`config.mk`:
```
export PLATFORM = sky130hd
export DESIGN_NAME = keypad_scanner_flat
export DESIGN_NICKNAME = d
export VERILOG_FILES = /design/src/rtl/keypad_scanner_if.sv /design/src/rtl/keypad_scanner.sv /design/src/flat_wrapper.sv
export SDC_FILE = /design/constraint.sdc
export NUM_CORES = 1
export LEC_CHECK = 0
export ABC_AREA = 1
export CORE_ASPECT_RATIO = 0.75
export CORE_UTILIZATION = 45
export CTS_CLUSTER_DIAMETER = 120
export CTS_CLUSTER_SIZE = 12
export DETAILED_ROUTE_END_ITERATION = 6
export PLACE_DENSITY_LB_ADDON = 0.1
export SLEW_MARGIN = 0
export SYNTH_ARGS = -nofsm -noshare
export SYNTH_HDL_FRONTEND = slang
export SYNTH_SLANG_ARGS = --single-unit
```
`constraint.sdc`:
```
create_clock -name clk -period 7.9 [get_ports clk]
set_clock_uncertainty 0.2 [all_clocks]
set_input_delay 1.185 -clock clk [delete_from_list [all_inputs] [get_ports clk]]
set_output_delay 1.185 -clock clk [all_outputs]
set_load 0.01 [all_outputs]
```
`src/rtl/keypad_scanner_if.sv`:
```
// Keypad matrix lines and accepted-key results of keypad_scanner.
// The scanner side uses the master modport; the keypad/consumer side uses slave.
interface keypad_scanner_if;
    logic [3:0]  row;
    logic [3:0]  col;
    logic [3:0]  key_code;
    logic        key_valid;
    logic        key_down;
    logic [15:0] value;

    modport master (input row, output col, key_code, key_valid, key_down, value);
    modport slave  (output row, input col, key_code, key_valid, key_down, value);
endinterface

```
`src/rtl/keypad_scanner.sv`:
```
// 4x4 keypad scanner: column strobing, 2-flop row sync, frame-level debounce and multi-key rejection.
// Define KEYPAD_ENTRY_EN to accumulate accepted decimal digits into value (saturating at 999).
module keypad_scanner #(
    parameter int SCAN_DIV       = 4,
    parameter int DEBOUNCE_SCANS = 3
) (
    input  logic             clk,
    input  logic             rst_n,
    keypad_scanner_if.master kp
);
    typedef enum logic [1:0] {IDLE, DEBOUNCE, PRESSED, RELEASE} state_t;

    localparam int         DIV_W = $clog2(SCAN_DIV);
    localparam logic [7:0] DEB_N = 8'(DEBOUNCE_SCANS);

    // Indexed by col*4 + row.
    localparam logic [3:0] KEY_MAP [16] = '{
        4'h1, 4'h4, 4'h7, 4'hE,
        4'h2, 4'h5, 4'h8, 4'h0,
        4'h3, 4'h6, 4'h9, 4'hF,
        4'hA, 4'hB, 4'hC, 4'hD
    };

    logic [3:0]       row_meta, row_sync;
    logic [DIV_W-1:0] div_cnt;
    logic [1:0]       col_idx;
    logic [11:0]      frame_q;
    logic             slot_end, frame_end;
    logic [15:0]      frame_bits;
    logic [4:0]       n_pressed;
    logic [3:0]       hit_idx, hit_code;
    logic             single, single_cand;

    state_t     state_q, state_d;
    logic [7:0] cnt_q, cnt_d;
    logic [3:0] cand_q, cand_d;
    logic [3:0] key_code_q;
    logic       key_valid_q, key_down_q, key_down_d, accept;

    assign slot_end  = (div_cnt == DIV_W'(SCAN_DIV - 1));
    assign frame_end = slot_end && (col_idx == 2'd3);
    assign kp.col    = ~(4'b0001 << col_idx);

    // NOTE: clocked state uses non-blocking assignments so every flop sees pre-edge values.
    always_ff @(posedge clk) begin
        if (!rst_n) begin
            row_meta <= '1;
            row_sync <= '1;
            div_cnt  <= '0;
            col_idx  <= '0;
            frame_q  <= '0;
        end else begin
            row_meta <= kp.row;
            row_sync <= row_meta;
            if (slot_end) begin
                div_cnt <= '0;
                col_idx <= col_idx + 2'd1;
                case (col_idx)
                    2'd0:    frame_q[3:0]  <= ~row_sync;
                    2'd1:    frame_q[7:4]  <= ~row_sync;
                    2'd2:    frame_q[11:8] <= ~row_sync;
                    default: ;
                endcase
            end else begin
                div_cnt <= div_cnt + DIV_W'(1);
            end
        end
    end

    // Column 3 is taken straight from the synchronizer so the frame resolves on its sample cycle.
    assign frame_bits = {~row_sync, frame_q};

    // NOTE: every variable is assigned a default first, so no path can infer a latch.
    always_comb begin
        n_pressed = '0;
        hit_idx   = '0;
        for (int i = 0; i < 16; i++) begin
            if (frame_bits[i]) begin
                n_pressed = n_pressed + 5'd1;
                hit_idx   = 4'(i);
            end
        end
    end

    assign hit_code    = KEY_MAP[hit_idx];
    assign single      = (n_pressed == 5'd1);
    assign single_cand = single && (hit_code == cand_q);

    always_comb begin
        state_d    = state_q;
        cnt_d      = cnt_q;
        cand_d     = cand_q;
        accept     = 1'b0;
        if (frame_end) begin
            case (state_q)
                IDLE: if (single) begin
                    cand_d = hit_code;
                    cnt_d  = 8'd1;
                    if (DEB_N == 8'd1) begin
                        state_d = PRESSED;
                        accept  = 1'b1;
                    end else begin
                        state_d = DEBOUNCE;
                    end
                end
                DEBOUNCE: if (single_cand) begin
                    cnt_d = cnt_q + 8'd1;
                    if (cnt_q + 8'd1 == DEB_N) begin
                        state_d = PRESSED;
                        accept  = 1'b1;
                    end
                end else begin
                    state_d = IDLE;
                end
                PRESSED: if (!single_cand) begin
                    cnt_d   = 8'd1;
                    state_d = (DEB_N == 8'd1) ? IDLE : RELEASE;
                end
                RELEASE: begin
                    if (single_cand) begin
                        state_d = PRESSED;
                    end else if (single) begin
                        // A different key must re-debounce from IDLE.
                        state_d = IDLE;
                    end else begin
                        cnt_d = cnt_q + 8'd1;
                        if (cnt_q + 8'd1 == DEB_N) state_d = IDLE;
                    end
                end
                default: state_d = IDLE;
            endcase
        end
        key_down_d = key_down_q;
        if (accept)                 key_down_d = 1'b1;
        else if (state_d == IDLE)   key_down_d = 1'b0;
    end

    always_ff @(posedge clk) begin
        if (!rst_n) begin
            state_q     <= IDLE;
            cnt_q       <= '0;
            cand_q      <= '0;
            key_code_q  <= '0;
            key_valid_q <= 1'b0;
            key_down_q  <= 1'b0;
        end else begin
            state_q     <= state_d;
            cnt_q       <= cnt_d;
            cand_q      <= cand_d;
            key_valid_q <= accept;
            key_down_q  <= key_down_d;
            if (accept) key_code_q <= cand_d;
        end
    end

    assign kp.key_code  = key_code_q;
    assign kp.key_valid = key_valid_q;
    assign kp.key_down  = key_down_q;

`ifdef KEYPAD_ENTRY_EN
    logic [15:0] value_q;
    logic [19:0] value_ext;

    assign value_ext = 20'(value_q) * 20'd10 + 20'(cand_d);

    always_ff @(posedge clk) begin
        if (!rst_n) begin
            value_q <= '0;
        end else if (accept) begin
            if (cand_d <= 4'd9)       value_q <= (value_ext > 20'd999) ? 16'd999 : value_ext[15:0];
            else if (cand_d == 4'hE)  value_q <= '0;
        end
    end

    assign kp.value = value_q;
`else
    assign kp.value = '0;
`endif
endmodule
```
`src/flat_wrapper.sv`:
```
// flat-port wrapper written by rule: the top's interface ports become plain ports
module keypad_scanner_flat 
#(
    parameter int SCAN_DIV       = 4,
    parameter int DEBOUNCE_SCANS = 3
)
  (clk, rst_n, kp_row, kp_col, kp_key_code, kp_key_valid, kp_key_down, kp_value);
  keypad_scanner_if kp_i ();
  input  logic clk;
  input  logic rst_n;
  input wire logic [$bits(kp_i.row)-1:0] kp_row;
  output wire logic [$bits(kp_i.col)-1:0] kp_col;
  output wire logic [$bits(kp_i.key_code)-1:0] kp_key_code;
  output wire logic [$bits(kp_i.key_valid)-1:0] kp_key_valid;
  output wire logic [$bits(kp_i.key_down)-1:0] kp_key_down;
  output wire logic [$bits(kp_i.value)-1:0] kp_value;
  assign kp_i.row = kp_row;
  assign kp_col = kp_i.col;
  assign kp_key_code = kp_i.key_code;
  assign kp_key_valid = kp_i.key_valid;
  assign kp_key_down = kp_i.key_down;
  assign kp_value = kp_i.value;
  keypad_scanner #(.SCAN_DIV(SCAN_DIV), .DEBOUNCE_SCANS(DEBOUNCE_SCANS)) u_core (.clk(clk), .rst_n(rst_n), .kp(kp_i));
endmodule
```
# Yosys cells after proc, flatten, opt, wreduce, memory -nomap -nowiden
# Memory sizes are Yosys's and may differ from the RTL's.
# Cells that the tools add are included.
[word_totals]
register_bits = 44
romBits = 64
inputBits = 6
output_inout_bits = 26
mem_count = 1
[op_classes]
n_addsub = 18
n_lt_le_gt_ge = 1
eq_ne = 15
n_shift = 1
n_mux = 57
bitwise = 4
reduce_logical = 11
[mem_list]
columns = ["memory", "depth", "width", "rd", "rd_ports_with_merged_regs", "wr", "line", "source"]
rows = [
  ["(no name shown)", 16, 4, 1, 0, 0, "keypad_scanner.sv:85", "assign hit_code = KEY_MAP[hit_idx];"],
]
[op_table]
columns = ["op", "count"]
rows = [
  ["$mux 5", 15],
  ["$add 5x1->5 const B", 14],
  ["$mux 4", 13],
  ["$mux 8", 5],
  ["$pmux 8 s4", 1],
  ["$mux 2", 10],
  ["$mux 3", 4],
  ["$eq 2x2->1 const B", 5],
  ["$add 8x1->8 const B", 1],
  ["$eq 8x2->1 const B", 1],
  ["$mux 1", 8],
  ["$not 4->4", 2],
  ["$pmux 2 s4", 1],
  ["$logic_not 2->1", 3],
  ["$ne 2x2->1 const B", 3],
  ["$reduce_and 2->1", 3],
  ["$reduce_and 6->1", 1],
  ["$eq 5x1->1 const B", 1],
  ["$ge 5x5->1 const B", 1],
  ["$not 4->5", 1],
  ["$add 2x1->2 const B", 2],
  ["$eq 2x1->1 const B", 2],
  ["$eq 4x4->1", 1],
  ["$ne 2x1->1 const B", 2],
  ["other kinds (6)", 7],
]

# Logic depth before layout (Yosys ltp)
[logic_depth]
ltp_word = 39
depth_mapped = 61

# Least setup slack after synthesis
# No wires, ideal clock.
[synth_timing]
kind = "flip-flop to flip-flop"
startpoint = "reg u_core.frame_q[0]"
endpoint = "reg u_core.cnt_q[5]"
setup_ps = 112
arrival_time_ps = 8032
required_ps = 7588
setup_slack_ps = -443
path_stages_with_launch = 62
period_less_slack_ps = 8343
path_cell_list = "dfxtp_1 > inv_1 > ha_1 > inv_1 > nand2_2 > nand2_1 > inv_1 > ha_1 > nand2_1 > nand2_1 > ha_1 > or2_1 > nand2_1 > inv_1 > ha_1 > nand2_1 > nand2_1 > ha_1 > (+26 left out) > o21ai_1 > inv_1 > ha_1 > nand2_1 > inv_1 > nand2_1 > nand2_1 > nor2_2 > nand3_2 > nor2_4 > nand3_1 > nand2_1 > nand2_2 > a31oi_4 > buf_6 > nand2_1 > nand2_1 > nor2_1"
[synth_between]
elab_chain_cells = 35
word_cells_on_any_way = 39
cone_classes = "add/sub (15); eq/ne (6); mux (16); reduce/logical (2)"
[synth_rtl]
columns = ["element", "line", "source"]
rows = [
  ["start: declaration", "keypad_scanner.sv:27", "logic [11:0] frame_q;"],
  ["start signal: assignment", "keypad_scanner.sv:59", "2'd0: frame_q[3:0] <= ~row_sync;"],
  ["$mux 1 *", "keypad_scanner.sv:78", "if (frame_bits[i]) begin"],
  ["$add 1x1->2", "keypad_scanner.sv:79", "n_pressed = n_pressed + 5'd1;"],
  ["$mux 5 *", "keypad_scanner.sv:78", ""],
  ["$add 5x1->5", "keypad_scanner.sv:79", ""],
  ["$mux 5 *", "keypad_scanner.sv:78", ""],
  ["$add 5x1->5", "keypad_scanner.sv:79", ""],
  ["$mux 5 *", "keypad_scanner.sv:78", ""],
  ["$add 5x1->5", "keypad_scanner.sv:79", ""],
  ["(+19 left out)", "--", ""],
  ["$add 5x1->5", "keypad_scanner.sv:79", ""],
  ["$mux 5 *", "keypad_scanner.sv:78", ""],
  ["$add 5x1->5", "keypad_scanner.sv:79", ""],
  ["$mux 5 *", "keypad_scanner.sv:78", ""],
  ["$eq 5x1->1 *", "keypad_scanner.sv:86", "assign single = (n_pressed == 5'd1);"],
  ["$logic_and 1x1->1", "keypad_scanner.sv:87", "assign single_cand = single && (hit_code == cand_q);"],
  ["$ne 2x2->1 (no line) / $ne 2x1->1 (equally long branches)", "--", ""],
  ["$reduce_and 6->1 (no line) *", "--", ""],
  ["end signal: assignment", "keypad_scanner.sv:148", "cnt_q <= cnt_d;"],
  ["end: declaration", "keypad_scanner.sv:35", "logic [7:0] cnt_q, cnt_d;"],
]
# Mark *: on every way between the ends. The rest lies on a longest branch, timed or not.
# A chain may end at the register's enable or synchronous reset.

# Worst setup path after layout
[layout_timing]
startpoint = "reg u_core.frame_q[1]"
endpoint = "reg u_core.cnt_q[3]"
[layout_between]
elab_chain_cells = 33
word_cells_on_any_way = 57
cone_classes = "add/sub (14); eq/ne (7); mux (32); bitwise (1); reduce/logical (2); memory (1)"
[layout_rtl]
columns = ["element", "line"]
rows = [
  ["$mux 5", "keypad_scanner.sv:78"],
  ["$add 5x1->5", "keypad_scanner.sv:79"],
  ["$mux 5", "keypad_scanner.sv:78"],
  ["$add 5x1->5", "keypad_scanner.sv:79"],
  ["$mux 5", "keypad_scanner.sv:78"],
  ["$add 5x1->5", "keypad_scanner.sv:79"],
  ["$mux 5", "keypad_scanner.sv:78"],
  ["$add 5x1->5", "keypad_scanner.sv:79"],
  ["(+17 left out)", "--"],
  ["$add 5x1->5", "keypad_scanner.sv:79"],
  ["$mux 5", "keypad_scanner.sv:78"],
  ["$add 5x1->5", "keypad_scanner.sv:79"],
  ["$mux 5", "keypad_scanner.sv:78"],
  ["$eq 5x1->1", "keypad_scanner.sv:86"],
  ["$logic_and 1x1->1", "keypad_scanner.sv:87"],
  ["$ne 2x2->1 (no line) / $ne 2x1->1 (equally long branches)", "--"],
  ["$reduce_and 6->1 (no line) *", "--"],
]
# Mark *: on every way between the ends. The rest lies on a longest branch, timed or not. The select of a mux whose other input is x is not followed.

==> impl_metrics.yaml <==
status:
  status: "finished, violations left"
  violations_in_the_final_reports: "setup timing"
min_path:
  worstHoldPathType: "reg -> reg"
cts:
  root_buffer: "clkbuf_16"
  number_of_clock_sinks: 44
  clockBufferDepth: 2
  cts_inserted_buffers: 5
  cts_tree: "built"
  clock_slew_at_reported_path_ffs_ns: 0.07
  worst_skew_pair.late_latency_ns: 0.29
  htree_levels: 2
flow_run:
  max-cap-violations: 0
pwr:
  total_switching_power_uw: 245.9
  netSwitchingFraction_pct: 34.09
  peakVddDrop_v: 0.0001241
  power.internal_uw: 475.3
  p_comb_share_pct: 39.7
  power_frac_seq_pct: 32.4
  overall_power_of_the_completed_layout_uw: 721.1
  power.clock.fraction_pct: 27.9
  pwr_density_cell_mw_per_mm2: 129.0
  total_leakage_power_nw: 2.918
sta:
  timing.final.max_slew_violations: 0
  grt_setup_unrepaired: "true"
  worst-slew-pin-transition_ns: 1.148
  max_freq_mhz: 122.1
  setup_slack_ns: -0.2879
  layout_min_cycle_time_ns: 8.188
  finalSetupViolations: 20
  min_period_over_period_pct: 103.6
  rel_slew_slack_pct: 21.48
  number_of_failing_hold_endpoints_at_the_final_stage: 0
yosys:
  syn-mean-instance-area_sq_um: 6.244
  synth_top_area_share_pct: 23.01
  synth_enable_flop_cells: 0
  synth.lib_cells_used.distinct: 41
  most_frequently_used_flop_master_after_synthesis: "dfxtp_1"
  synth_seq_cells: 44
  postSynth.asyncResetShare_pct: 0
  synth_cells: 613
  synth_area_leader_cell: "dfxtp_1"
  yosys-top-cells-area: "dfxtp_1 (23%), nand2_1 (16%), inv_1 (8.6%), ha_1 (7.2%), nand3_1 (6.4%)"
  ys.warnings.count: 0
  mappedNetlistArea_sq_mm: 0.003827
  synth-seq-area-share_pct: 23.01
layout:
  final_cell_mix: "nand2_1 (103), buf_4 (79), inv_1 (77)"
  final_layout_size_suffix_gt1_share_pct: 40.86
  final_core_utilization_pct: 69.38
  diodes: 0
  synthToLayoutAreaGrowth_pct: 46.06
  finalNetCount: 745
  final_common_cell: "nand2_1"
die:
  die-height_um: 81.87
  initial_utilization_pct: 47.50
  row_count: 28
  dieArea_sq_mm: 0.008882
  dieWidth_um: 108.5
  design.portCount: 32
  core_area_sq_mm: 0.008058
drt:
  avgViaCountPerCell: 5.119
  drt_wl_total_mm: 11.19
  post_drt_wl_per_cell_um: 13.62
  drt_iter0_drc: 265
  drt.antenna.violating_nets: 0
  drt_pre_antenna_iters: 5
  routed-via-count: 4208
  drc: 0
global_route:
  first_global_vias: 3780
  wire_length_of_the_first_global_routing_pass_mm: 17.12
  grt_overflow: 0
  groute.usage.overall_pct: 24.34
  grt_start_max_net_pins: 31
  grt_antenna_before_repair: 0
worst_setup_path:
  worstPathRequired_ns: 7.88
  cp.arrival_ns: 8.17
  max_stage_delay_ns: 0.33
  worstSetupEndpointType: "flip-flop"
  ws_path_type: "reg -> reg"
  timing.critical_path.max_delay_family: "adder cells"
  crit_fanout: 6
  critical_path.n_buffers_inverters: 11
  start_kind: "flip-flop"
  cpMaxStageDelayCell: "dfxtp_2"
placement:
  gp_congestion: 0.8333
  dp_worst_setup_slack_ns: -0.5879
  post-dp-hpwl_mm: 6.796
  numPortBuffers: 15
what timing repair did:
item | CTS | global route
gates resized for setup | 56 | 103
hold buffers | 0 | 0
gates cloned | 1 | 0
endpoints found under the setup margin | 20 | 20
buffers inserted | 56 | 9
pin swaps | 35 | 71
cell families (layout without fill, tap and decap cells):
group	count (synthesis)	in the layout	synth area share (%)
compound gates	75	75	10.85
simple gates	335	336	42.01
mux	1	1	0.2615
buf+inv	123	211	13.83
other cells	1	16	0.09798
xor+xnor	12	12	2.746
fa+ha+maj	22	22	7.192
flops	44	44	23.01
metal layers:
| metal | part of all wire (%) | GRT usage [%] | wire length [um] | up-vias |
|---|---|---|---|---|
| met5 | 0 | 0 | 0 | - |
| met3 | 4.7 | 3.492 | 527 | 33 |
| met4 | 3.0 | 9.459 | 333 | 0 |
| li1 | - | - | - | 2120 |
| met1 | 46 | 32.33 | 5194 | 1915 |
| met2 | 46 | 39.87 | 5137 | 140 |
state kept, by name, indices dropped and copies added, names as in the netlist:
name / cells
u_core.frame_q: 12
u_core.cnt_q: 8
u_core.cand_q: 4
u_core.kp.key_code: 4
u_core.row_meta: 4
u_core.row_sync: 4
u_core.col_idx: 2
u_core.div_cnt: 2
u_core.state_q: 2
u_core.kp.key_down: 1
u_core.kp.key_valid: 1
Yosys cell counts, types with 2 or more instances:
library cell and n:
nand2_1 164, inv_1 88, nand3_1 49, dfxtp_1 44
nor2_1 44, a21oi_1 32, o21ai_0 31, ha_1 22
nand2_2 22, buf_4 16, nand3_2 14, inv_2 12
or2_2 11, nor2_2 9, xor2_1 7, clkbuf_1 6
xnor2_1 5, nand2_4 4, nand4_1 4, nor3_1 4
nand3b_1 2, nor4_1 2, o21ai_1 2, o31ai_1 2
area by class of cell:
| class | count | area, sq um |
|---|---|---|
| tap | 105 | 131.4 |
| sequential | 44 | 883.3 |
| clock buffer | 5 | 125.1 |
| inverter | 100 | 380.4 |
| fill | 642 | 2467 |
| timing repair buffer | 104 | 855.8 |
| clock inverter | 2 | 12.51 |
| multi-input combinational | 462 | 3202 |
per-stage QoR:
| stage | std cells | instance area [sq um] | hold WS [ns] | setup TNS (ns) |
|---|---|---|---|---|
| 3_5_place_dp | 755 | 4335 | 0.1991 | -9.314 |
| 5_1_grt | 822 | 5590 | 0.2176 | -9.764 |
| 2_1_floorplan | 628 | 3983 | 0.1925 | -0.8073 |
| 3_3_place_gp | 755 | 4335 | 0.1970 | -3.312 |
| 6_report | 822 | 5590 | 0.2144 | -3.592 |
| 4_1_cts | 818 | 5129 | 0.2141 | -0.6093 |
worst paths after layout:
path                                         start            endpoint  slack (ns)  depth (start not counted)
worst max-delay path             u_core.frame_q[1]     u_core.cnt_q[3]       -0.29                         62
worst min-delay path            u_core.row_meta[0]  u_core.row_sync[0]        0.21                          1
worst max register to register   u_core.frame_q[1]     u_core.cnt_q[3]       -0.29                         62
worst min register to register  u_core.row_meta[0]  u_core.row_sync[0]        0.21                          1
worst register-to-register path, delay by kind of cell (launching register included):
kind,cells,cell delay (ns)
flops,1,0.33
compound gates,5,0.71
fa+ha+maj,14,3.26
buf+inv,11,0.86
simple gates,32,2.74
power groups by stage:
stage	registers, mW	logic (mW)	clock network (mW)
final	0.234	0.286	0.201
after CTS	0.233	0.241	0.205
after global placement	0.238	0.166	0
after floorplan	0.236	0.131	0
after global routing	0.234	0.310	0.214
after detailed placement	0.238	0.173	0
Power figures use the tool's default switching activity.
